File: src/rtl/a51_pkg.sv
// Shared constants and types for the A5/1 keystream generator.
// Register geometry, tap masks, clocking bits and FSM states.
package a51_pkg;

  localparam int R1_LEN = 19;
  localparam int R2_LEN = 22;
  localparam int R3_LEN = 23;

  localparam logic [R1_LEN-1:0] R1_TAPS = 19'h72000;
  localparam logic [R2_LEN-1:0] R2_TAPS = 22'h300000;
  localparam logic [R3_LEN-1:0] R3_TAPS = 23'h700080;

  localparam int R1_CLK = 8;
  localparam int R2_CLK = 10;
  localparam int R3_CLK = 10;

  typedef enum logic [2:0] {
    IDLE,
    KEY_MIX,
    FRAME_MIX,
    WARMUP,
    RUN
  } state_e;

  function automatic logic maj3(
    input logic a,
    input logic b,
    input logic c
  );
    return (a & b) | (a & c) | (b & c);
  endfunction

endpackage

File: src/rtl/a51_keystream_gen_lfsr.sv
// One A5/1 shift register: shifts left, feedback (taps ^ inject) enters bit 0.
// Clear has priority over step.
module a51_lfsr #(
  parameter int               WIDTH    = 19,
  parameter logic [WIDTH-1:0] TAP_MASK = '0,
  parameter int               CLK_BIT  = 8
) (
  input  logic clk,
  input  logic rst,
  input  logic clear,
  input  logic step,
  input  logic inject,
  output logic msb,
  output logic clk_bit
);

  logic [WIDTH-1:0] r_q;
  logic [WIDTH-1:0] r_d;

  always_comb begin
    r_d = r_q;
    if (clear) begin
      r_d = '0;
    end else if (step) begin
      r_d = {r_q[WIDTH-2:0], (^(r_q & TAP_MASK)) ^ inject};
    end
  end

  always_ff @(posedge clk or posedge rst) begin
    if (rst) begin
      r_q <= '0;
    end else begin
      r_q <= r_d;
    end
  end

  assign msb     = r_q[WIDTH-1];
  assign clk_bit = r_q[CLK_BIT];

endmodule

File: src/rtl/a51_keystream_gen.sv
// A5/1 keystream generator: key/frame mixing, majority warm-up,
// and packing of keystream bits into words on a valid/ready stream.
module a51_keystream_gen
  import a51_pkg::*;
#(
  parameter int KEY_BITS      = 64,
  parameter int FRAME_BITS    = 22,
  parameter int WARMUP_CYCLES = 100,
  parameter int OUT_W         = 8
) (
  input  logic                  clk,
  input  logic                  rst,
  input  logic                  start,
  input  logic                  stop,
  input  logic [KEY_BITS-1:0]   key,
  input  logic [FRAME_BITS-1:0] frame,
  output logic                  busy,
  output logic                  ks_valid,
  input  logic                  ks_ready,
  output logic [OUT_W-1:0]      ks_data
);

  localparam int CNT_MAX =
    (KEY_BITS > FRAME_BITS)
      ? ((KEY_BITS > WARMUP_CYCLES) ? KEY_BITS : WARMUP_CYCLES)
      : ((FRAME_BITS > WARMUP_CYCLES) ? FRAME_BITS : WARMUP_CYCLES);
  localparam int CNT_W = $clog2(CNT_MAX + 1);
  localparam int BIT_W = $clog2(OUT_W + 1);

  state_e           state_q, state_d;
  logic [CNT_W-1:0] cnt_q, cnt_d;
  logic [BIT_W-1:0] bcnt_q, bcnt_d;
  logic [OUT_W-1:0] pack_q, pack_d;
  logic [OUT_W-1:0] data_q, data_d;
  logic             valid_q, valid_d;

  logic clr, step_all, step_maj, inj;
  logic m1, m2, m3, c1, c2, c3;
  logic maj, obit, stall, accept;
  logic key_bit, frame_bit;
  logic [OUT_W-1:0] shifted;

  a51_lfsr #(.WIDTH(R1_LEN), .TAP_MASK(R1_TAPS), .CLK_BIT(R1_CLK)) u_r1 (
    .clk(clk), .rst(rst), .clear(clr),
    .step(step_all | (step_maj & (c1 == maj))),
    .inject(inj), .msb(m1), .clk_bit(c1)
  );

  a51_lfsr #(.WIDTH(R2_LEN), .TAP_MASK(R2_TAPS), .CLK_BIT(R2_CLK)) u_r2 (
    .clk(clk), .rst(rst), .clear(clr),
    .step(step_all | (step_maj & (c2 == maj))),
    .inject(inj), .msb(m2), .clk_bit(c2)
  );

  a51_lfsr #(.WIDTH(R3_LEN), .TAP_MASK(R3_TAPS), .CLK_BIT(R3_CLK)) u_r3 (
    .clk(clk), .rst(rst), .clear(clr),
    .step(step_all | (step_maj & (c3 == maj))),
    .inject(inj), .msb(m3), .clk_bit(c3)
  );

  assign maj     = maj3(c1, c2, c3);
  assign obit    = m1 ^ m2 ^ m3;
  assign stall   = valid_q & ~ks_ready;
  assign accept  = valid_q & ks_ready;
  assign shifted = (pack_q << 1) | OUT_W'(obit);

  always_comb begin
    key_bit = 1'b0;
    for (int i = 0; i < KEY_BITS; i++) begin
      if (cnt_q == CNT_W'(i)) key_bit = key[i];
    end
  end

  always_comb begin
    frame_bit = 1'b0;
    for (int i = 0; i < FRAME_BITS; i++) begin
      if (cnt_q == CNT_W'(i)) frame_bit = frame[i];
    end
  end

  always_comb begin
    state_d  = state_q;
    cnt_d    = cnt_q;
    bcnt_d   = bcnt_q;
    pack_d   = pack_q;
    data_d   = data_q;
    valid_d  = valid_q;
    clr      = 1'b0;
    step_all = 1'b0;
    step_maj = 1'b0;
    inj      = 1'b0;
    unique case (state_q)
      IDLE: begin
        if (start) begin
          clr     = 1'b1;
          cnt_d   = '0;
          bcnt_d  = '0;
          pack_d  = '0;
          state_d = KEY_MIX;
        end
      end
      KEY_MIX: begin
        step_all = 1'b1;
        inj      = key_bit;
        if (cnt_q == CNT_W'(KEY_BITS - 1)) begin
          cnt_d   = '0;
          state_d = FRAME_MIX;
        end else begin
          cnt_d = cnt_q + 1'b1;
        end
      end
      FRAME_MIX: begin
        step_all = 1'b1;
        inj      = frame_bit;
        if (cnt_q == CNT_W'(FRAME_BITS - 1)) begin
          cnt_d   = '0;
          state_d = (WARMUP_CYCLES == 0) ? RUN : WARMUP;
        end else begin
          cnt_d = cnt_q + 1'b1;
        end
      end
      WARMUP: begin
        step_maj = 1'b1;
        if (cnt_q == CNT_W'(WARMUP_CYCLES - 1)) begin
          cnt_d   = '0;
          state_d = RUN;
        end else begin
          cnt_d = cnt_q + 1'b1;
        end
      end
      RUN: begin
        if (accept) valid_d = 1'b0;
        if (!stall) begin
          step_maj = 1'b1;
          pack_d   = shifted;
          if (bcnt_q == BIT_W'(OUT_W - 1)) begin
            bcnt_d  = '0;
            data_d  = shifted;
            valid_d = 1'b1;
          end else begin
            bcnt_d = bcnt_q + 1'b1;
          end
        end
      end
      default: state_d = IDLE;
    endcase
    // Abort freezes the LFSRs where they are and drops any pending word.
    if (stop && state_q != IDLE) begin
      state_d  = IDLE;
      valid_d  = 1'b0;
      step_all = 1'b0;
      step_maj = 1'b0;
      pack_d   = pack_q;
      bcnt_d   = bcnt_q;
      data_d   = data_q;
    end
  end

  always_ff @(posedge clk or posedge rst) begin
    if (rst) begin
      state_q <= IDLE;
      cnt_q   <= '0;
      bcnt_q  <= '0;
      pack_q  <= '0;
      data_q  <= '0;
      valid_q <= 1'b0;
    end else begin
      state_q <= state_d;
      cnt_q   <= cnt_d;
      bcnt_q  <= bcnt_d;
      pack_q  <= pack_d;
      data_q  <= data_d;
      valid_q <= valid_d;
    end
  end

  assign busy     = (state_q != IDLE);
  assign ks_valid = valid_q;
  assign ks_data  = data_q;

endmodule

File: config.mk
export PLATFORM = sky130hd
export DESIGN_NAME = a51_keystream_gen
export DESIGN_NICKNAME = d
export VERILOG_FILES = /design/src/rtl/a51_pkg.sv /design/src/rtl/a51_keystream_gen_lfsr.sv /design/src/rtl/a51_keystream_gen.sv
export SDC_FILE = /design/constraint.sdc
export NUM_CORES = 1
export LEC_CHECK = 0
export CELL_PAD_IN_SITES_DETAIL_PLACEMENT = 1
export CELL_PAD_IN_SITES_GLOBAL_PLACEMENT = 1
export CORE_UTILIZATION = 35
export DETAILED_ROUTE_END_ITERATION = 8
export PLACE_DENSITY = 0.84
export RECOVER_POWER = 25
export SKIP_CTS_REPAIR_TIMING = 1
export SLEW_MARGIN = 5
export SYNTH_ARGS = -nofsm -noshare
export SYNTH_HDL_FRONTEND = slang
export SYNTH_SLANG_ARGS = --single-unit
File: constraint.sdc
create_clock -name clk -period 2.93 [get_ports clk]
set_input_delay 0.4395 -clock clk [delete_from_list [all_inputs] [get_ports clk]]
set_output_delay 0.4395 -clock clk [all_outputs]
set_load 0.05 [all_outputs]
==> summary.md, run 1 <==
| Metric | Value |
|---|---|
| Detail Route Antenna Nets | `0` |
| Post-synthesis cell type with the largest combined area | `sky130_fd_sc_hd__dfrtp_1` |
| Routed WL | `~19000 µm` |
| Top achievable clock speed | `0.3414 GHz` |
| Smallest hold slack | `around 480 ps` |
| Post-synth top area share | `42.86%` |
| Max FO, Critical Path | `13` |
| Number of cell rows | `45` |
| Data arrival, critical path | `3160 ps` |
| Transition time at the pin with the least slew margin | `between 1000 and 1500 ps` |
| Inserted Clock Buffers | `9` |
| Top cells by count, synth | `177 x sky130_fd_sc_hd__nand2_1, 96 x sky130_fd_sc_hd__o21ai_0, 94 x sky130_fd_sc_hd__dfrtp_1` |
| R2R Path Start | `cnt_q[0]` |
| Proportion of synthesized chip area in sequential cells | `~43%` |
| Buffers from clock root to sink, at most | `2` |
| Post-synth EDFFs | `0` |
| Chip Height | `127.2 µm` |
| Source-to-sink clock delay at the later pin of the worst-skew pair | `350 ps` |
| Routed vias/inst | `5.460` |
| Placer's final routability congestion estimate | `0.9461` |
| Number of sinks handled by clock tree synthesis | `94` |
| CTS clock-pin slew for the worst setup and hold paths | `70 ps` |
| Result of the run | `finished clean` |
| Worst Clk Skew | `between 8 and 9 ps` |
| Cell count after placement | `975` |
| Count of input and output buffers | `100` |
| Count of final max-slew check failures | `0` |
| Post-synthesis cell count | `680` |
| Time the worst path needs with I/O delays and setup | `2929 ps` |
| Share of final-layout standard cells stronger than drive strength 1 | `about an eighth` |
| Detailed placement HPWL | `13810 µm` |
| Worst slack at placement | `-21.79 ps` |
| Fraction of registers with async set/reset | `100.0%` |
| Clock tree root buffer cell | `sky130_fd_sc_hd__clkbuf_16` |
| Final setup violation count | `0` |
| Horiz. Die Dim | `127.2 µm` |
| Smallest setup slack after layout | `between 1 and 1.5 ps` |
| Ant diodes | `0` |
| Largest cells by area after synthesis | `sky130_fd_sc_hd__dfrtp_1 43%, sky130_fd_sc_hd__nand2_1 12%, sky130_fd_sc_hd__o21ai_0 8.8%` |
| Most frequently used flop master after synthesis | `sky130_fd_sc_hd__dfrtp_1` |
| Classification of the worst setup path | `reg2reg` |
| Global route overflow | `0` |
| Core area | `15260 µm²` |
| Final net count | `878` |
| Max-slew headroom at the worst pin | `between 15 and 20%` |
| Gr usage total | `23.98%` |
| Warning count from the yosys run | `0` |
| Wire per inst | `18.61 µm` |
| Avg Inst Size Synth | `8.070 µm²` |
| Areal power density over the cells | `780.2 nW/µm²` |
| Via count of the first global-routing pass | `about 5700` |
| Nature of the critical path endpoint | `flop` |
| Final critical-path share of the clock period | `99.96%` |
| Initial antenna violation count | `0` |
| Most instantiated library cell after synthesis | `sky130_fd_sc_hd__nand2_1` |
| Largest net degree at the start of global routing | `95` |
| Placement Cell Area | `~7000 µm²` |
| Critical R2R Capture | `u_r3.r_q[0]` |
| Type of the worst min-delay path | `reg2reg` |
| Count of cells along the worst register-to-register path | `12` |
| CTS tree | `yes` |
| Kind of start point of the critical path | `flop` |
| Post-synthesis net count | `776` |
| Req. time, crit path | `3160 ps` |
| Max-capacitance violation count | `0` |
| Layout overhead on the synthesized area | `33.77%` |
| Vias post-DR | `5449` |
| Critical hold path startpoint | `u_r1.r_q[6]` |
| Setup repair after global routing missed its margin | `yes` |
| Total Neg Setup Slack | `0 ps` |
| Detailed-router iteration count before antenna repair | `5` |
| 1st-iter DRT viols | `394` |
| Number of levels the H-tree was split into | `3` |
| Initial cell density of the core | `between 30% and 40%` |
| Number of top-level pins | `approximately 100` |
| Number of hold-slack violations in the final timing report | `0` |
| FF-to-FF setup slack | `1 ps` |
| Number of cells on the worst hold path | `2` |
| First-pass GRT wire length | `about 30000 µm` |
| Post-synthesis cell type count | `66` |
| Hold path endpoint | `u_r1.r_q[6]` |
| Total of flip-flops plus latches after synthesis | `94` |
| Cell leakage power | `0.002943 µW` |
| Number of standard cells in the final layout excluding fillers | `998` |
| Netlist Area Pre-Place | `5488 µm²` |
| Post-route DRC violation count | `0` |
| Design area | `7341 µm²` |
| Maximum VDD drop | `0.0003488 V` |
| Die outline area | `16180 µm²` |
==> through the flow <==
stage	utilization (%)	total power, µW
floorplan	-	3263
global placement	45.10	4167
detailed placement	45.10	4244
CTS	47.18	5500
global route	48.11	6096
finish	48.11	5727
==> sequential cells by signal, indices dropped and copies added, names as in the netlist <==
register / count
cnt_q: 7
ks_data: 8
u_r2.r_q: 22
u_r1.r_q: 19
ks_valid: 1
bcnt_q: 4
u_r3.r_q: 23
state_q: 3
pack_q: 7
==> where the power goes <==
group          internal (µW)  leakage (µW)  switching, µW
Clock                    715      0.000153            508
Sequential              1460       0.00130            185
Combinational           1160       0.00149           1700
Total                   3340       0.00294           2390
==> worst max-delay path by stage <==
stage / from / end / slack, ps / cells after the start
floorplan: rst / bcnt_q[0] / 40 / 1
global placement: cnt_q[1] / u_r2.r_q[0] / -2 / 12
detailed placement: cnt_q[1] / u_r2.r_q[0] / -20 / 12
CTS: cnt_q[1] / u_r3.r_q[0] / -30 / 12
global route: cnt_q[0] / u_r3.r_q[0] / -130 / 12
finish: cnt_q[0] / u_r3.r_q[0] / 1 / 12
==> placed cells by master (no fill, tap or decap), types with 9 or more instances in the layout <==
master and count:
sky130_fd_sc_hd__nand2_1 177, sky130_fd_sc_hd__a21oi_1 30, sky130_fd_sc_hd__o21ai_0 96, sky130_fd_sc_hd__dfrtp_1 91, sky130_fd_sc_hd__inv_1 14, sky130_fd_sc_hd__nor2_1 23
sky130_fd_sc_hd__clkbuf_16 9, sky130_fd_sc_hd__o31ai_1 10, sky130_fd_sc_hd__nor2b_1 16, sky130_fd_sc_hd__nand3_1 12, sky130_fd_sc_hd__clkdlybuf4s50_1 99, sky130_fd_sc_hd__buf_4 33
==> worst max-delay path, cell delays in order, from the launching register on <==
cell and delay (ps):
sky130_fd_sc_hd__dfrtp_2 460, sky130_fd_sc_hd__inv_4 80, sky130_fd_sc_hd__ha_4 170, sky130_fd_sc_hd__buf_12 140
sky130_fd_sc_hd__a21o_1 150, sky130_fd_sc_hd__a221o_1 320, sky130_fd_sc_hd__o211ai_1 230, sky130_fd_sc_hd__o311a_1 210
sky130_fd_sc_hd__o31ai_2 70, sky130_fd_sc_hd__o211ai_1 290, sky130_fd_sc_hd__o211ai_2 220, sky130_fd_sc_hd__xnor2_1 180
sky130_fd_sc_hd__o31ai_1 290
==> final cells by class <==
type	count	area, µm²
fill	1803	7918
multi-input combinational	520	2974
sequential	94	2356
timing repair buffer	139	1356
tap	211	264.0
clock buffer	11	252.7
inverter	18	73.82
clock inverter	5	63.81
==> layer usage <==
metal | track usage (%) | up-vias | wire length, µm
met2 | 41.53 | 131 | 9306
met4 | 7.353 | 0 | 365
met5 | 0 | - | 0
li1 | - | 2580 | -
met1 | 31.08 | 2710 | 8287
met3 | 3.266 | 28 | 615
==> kinds of logic after synthesis <==
family	share of synthesized area (%)
XOR/XNOR	1.915
AO/OA/AOI/OAI	24.60
adder cells (fa/ha/maj)	1.140
AND/OR/NAND/NOR	22.91
buffers and inverters	4.948
multiplexers	1.619
flip-flops	42.86
Note: power is estimated with default switching activity, not from simulation.
==> run 2: changes to the inputs <==
--- a/config.mk
+++ b/config.mk
@@ -7,9 +7,10 @@
 export LEC_CHECK = 0
 export CELL_PAD_IN_SITES_DETAIL_PLACEMENT = 1
 export CELL_PAD_IN_SITES_GLOBAL_PLACEMENT = 1
-export CORE_UTILIZATION = 35
+export CORE_MARGIN = 2
+export CORE_UTILIZATION = 39
 export DETAILED_ROUTE_END_ITERATION = 8
-export PLACE_DENSITY = 0.84
+export PLACE_DENSITY_LB_ADDON = 0.1
 export RECOVER_POWER = 25
 export SKIP_CTS_REPAIR_TIMING = 1
 export SLEW_MARGIN = 5
==> constraint.sdc (replaced) <==
create_clock -name clk -period 2.95 [get_ports clk]
set_input_delay 0.4425 -clock clk [delete_from_list [all_inputs] [get_ports clk]]
set_output_delay 0.4425 -clock clk [all_outputs]
set_load 0.05 [all_outputs]
==> summary.md, run 2 (synthesis results as in run 1) <==
| Metric | Value |
|---|---|
| Detailed placement HPWL | `13260 µm (-4.0%)` |
| Vias post-DR | `5426 (-0.42%)` |
| Initial antenna violation count | `1 (+1)` |
| Routed vias/inst | `5.605 (+2.7%)` |
| Number of cell rows | `43 (-4.4%)` |
| Source-to-sink clock delay at the later pin of the worst-skew pair | `360 ps (about the same)` |
| Areal power density over the cells | `777.5 nW/µm² (-0.34%)` |
| Initial cell density of the core | `39.69% (+3.7 points)` |
| Count of input and output buffers | `100 (unchanged)` |
| Leading registers by flop count | `u_r3.r_q x23, u_r2.r_q x22, u_r1.r_q x19` |
| Register containing the most flip-flops in the final layout | `u_r3.r_q` |
| Worst slack at placement | `-74.94 ps (-53.15 ps)` |
| Cell count after placement | `943 (-3.3%)` |
| Share of final-layout standard cells stronger than drive strength 1 | `11.44% (-1.1 points)` |
| Post-route DRC violation count | `0 (unchanged)` |
| Max-capacitance violation count | `0 (unchanged)` |
| Number of standard cells in the final layout excluding fillers | `968 (-3.0%)` |
| Nature of the critical path endpoint | `flop` |
| Inserted Clock Buffers | `9 (unchanged)` |
| 1st-iter DRT viols | `257 (-35%)` |
| Via count of the first global-routing pass | `5592 (-1.4%)` |
| Req. time, crit path | `3210 ps (+50 ps)` |
| Most common cell after layout, fill and taps aside | `sky130_fd_sc_hd__nand2_1` |
| Final net count | `878 (unchanged)` |
| Number of hold-slack violations in the final timing report | `0 (unchanged)` |
| Detail Route Antenna Nets | `0 (unchanged)` |
| Worst Clk Skew | `8.040 ps (-0.1457 ps)` |
| FF-to-FF setup slack | `160 ps (+160 ps)` |
| Final critical-path share of the clock period | `94.43% (-5.5 points)` |
| Chip Height | `122.6 µm (-3.6%)` |
| Placement Cell Area | `6823 µm² (-0.85%)` |
| Data arrival, critical path | `3050 ps (-110 ps)` |
| Die outline area | `15040 µm² (-7.1%)` |
| Core area | `13830 µm² (-9.4%)` |
| Time the worst path needs with I/O delays and setup | `2786 ps (-143.1 ps)` |
| Routed WL | `17840 µm (-4.0%)` |
| Smallest hold slack | `483.6 ps (+4.472 ps)` |
| Max-slew headroom at the worst pin | `16.23% (+0.14 points)` |
| Type of the worst min-delay path | `reg2reg` |
| Transition time at the pin with the least slew margin | `1250 ps (-9.043 ps)` |
| Flip-flop count of the largest register after layout | `23 (unchanged)` |
| Clock tree root buffer cell | `sky130_fd_sc_hd__clkbuf_16` |
| Maximum VDD drop | `0.0003289 V (-5.7%)` |
| Kind of start point of the critical path | `flop` |
| Count of final max-slew check failures | `0 (unchanged)` |
| Largest net degree at the start of global routing | `62 (-35%)` |
| Layout overhead on the synthesized area | `32.54%` |
| Buffers from clock root to sink, at most | `2 (unchanged)` |
| Total power draw | `5655 µW (-1.3%)` |
| Horiz. Die Dim | `122.6 µm (-3.6%)` |
| Number of levels the H-tree was split into | `3 (unchanged)` |
| Number of sinks handled by clock tree synthesis | `94 (unchanged)` |
| Cell leakage power | `0.002950 µW (+0.21%)` |
| CTS clock-pin slew for the worst setup and hold paths | `70 ps (about the same)` |
| Wire per inst | `18.43 µm (-1.0%)` |
| Commonest cells after routing, fill and taps aside | `177 x sky130_fd_sc_hd__nand2_1, 99 x sky130_fd_sc_hd__clkdlybuf4s50_1, 96 x sky130_fd_sc_hd__o21ai_0` |
| Final setup violation count | `0 (unchanged)` |
| Global route overflow | `0 (unchanged)` |
| Classification of the worst setup path | `reg2reg` |
| Placer's final routability congestion estimate | `0.9472 (+0.12%)` |
| Top achievable clock speed | `0.3590 GHz (+5.1%)` |
| Gr usage total | `24.42% (+0.44 points)` |
| Design area | `7273 µm² (-0.92%)` |
| Smallest setup slack after layout | `164.3 ps (+163.1 ps)` |
| Detailed-router iteration count before antenna repair | `4 (-1)` |
| Number of top-level pins | `101 (unchanged)` |
| First-pass GRT wire length | `28370 µm (-5.6%)` |
| CTS tree | `yes` |
| Max FO, Critical Path | `18 (+5)` |
| Result of the run | `finished clean` |
-- run 2: cell count changes in the layout (fill, tap and decap cells not counted), sizes merged --
cell / change
buf: -1
clkinv: -1
clkinvlp: +1
diode: +1
inv: +1
-- run 2: per-stage QoR --
step / util, % / setup TNS [ps]
detailed placement: 49.34 / -189.7
CTS: 51.62 / -175.2
floorplan: - / 0
finish: 52.60 / 0
global route: 52.60 / -11.19
global placement: 49.34 / 0
-- run 2: area by class of cell --
type,count,area (µm²)
Antenna cell,1,2.502
Timing Repair Buffer,139,1366
Multi-Input combinational cell,520,2943
Clock inverter,6,76.32
Inverter,18,68.82
Sequential cell,94,2352
Tap cell,180,225.2
Clock buffer,10,239.0
Fill cell,1662,6554
-- run 2: routing by layer --
layer	up-vias	GRT usage [%]	wire length [µm]
li1	2582	-	-
met1	2707	30.72	8005
met2	102	42.08	8826
met3	35	4.322	575
met4	0	8.549	428
met5	-	0	0
-- run 2: worst paths after layout --
kind	from	end	cells past startpoint
max	cnt_q[0]	u_r3.r_q[0]	12
min	u_r1.r_q[12]	u_r1.r_q[12]	2
max reg2reg	cnt_q[0]	u_r3.r_q[0]	12
min reg2reg	u_r1.r_q[12]	u_r1.r_q[12]	2
max in group asynchronous	rst	state_q[2]	3
min in group asynchronous	rst	cnt_q[0]	2
-- run 2: where the power goes --
group	switching, µW	internal, µW	total (µW)
Sequential	140	1450	1590
Clock	545	695	1240
Combinational	1670	1160	2830
-- run 2: worst max-delay path: stages (launching register included) --
cell and delay, ps:
sky130_fd_sc_hd__dfrtp_1 420, sky130_fd_sc_hd__inv_2 90, sky130_fd_sc_hd__ha_1 240, sky130_fd_sc_hd__buf_4 210
sky130_fd_sc_hd__nor2b_1 180, sky130_fd_sc_hd__or4_1 480, sky130_fd_sc_hd__a21oi_1 150, sky130_fd_sc_hd__o21ai_1 100
sky130_fd_sc_hd__a211oi_2 200, sky130_fd_sc_hd__o211ai_1 140, sky130_fd_sc_hd__o211ai_2 160, sky130_fd_sc_hd__xnor2_1 130
sky130_fd_sc_hd__o31ai_1 200
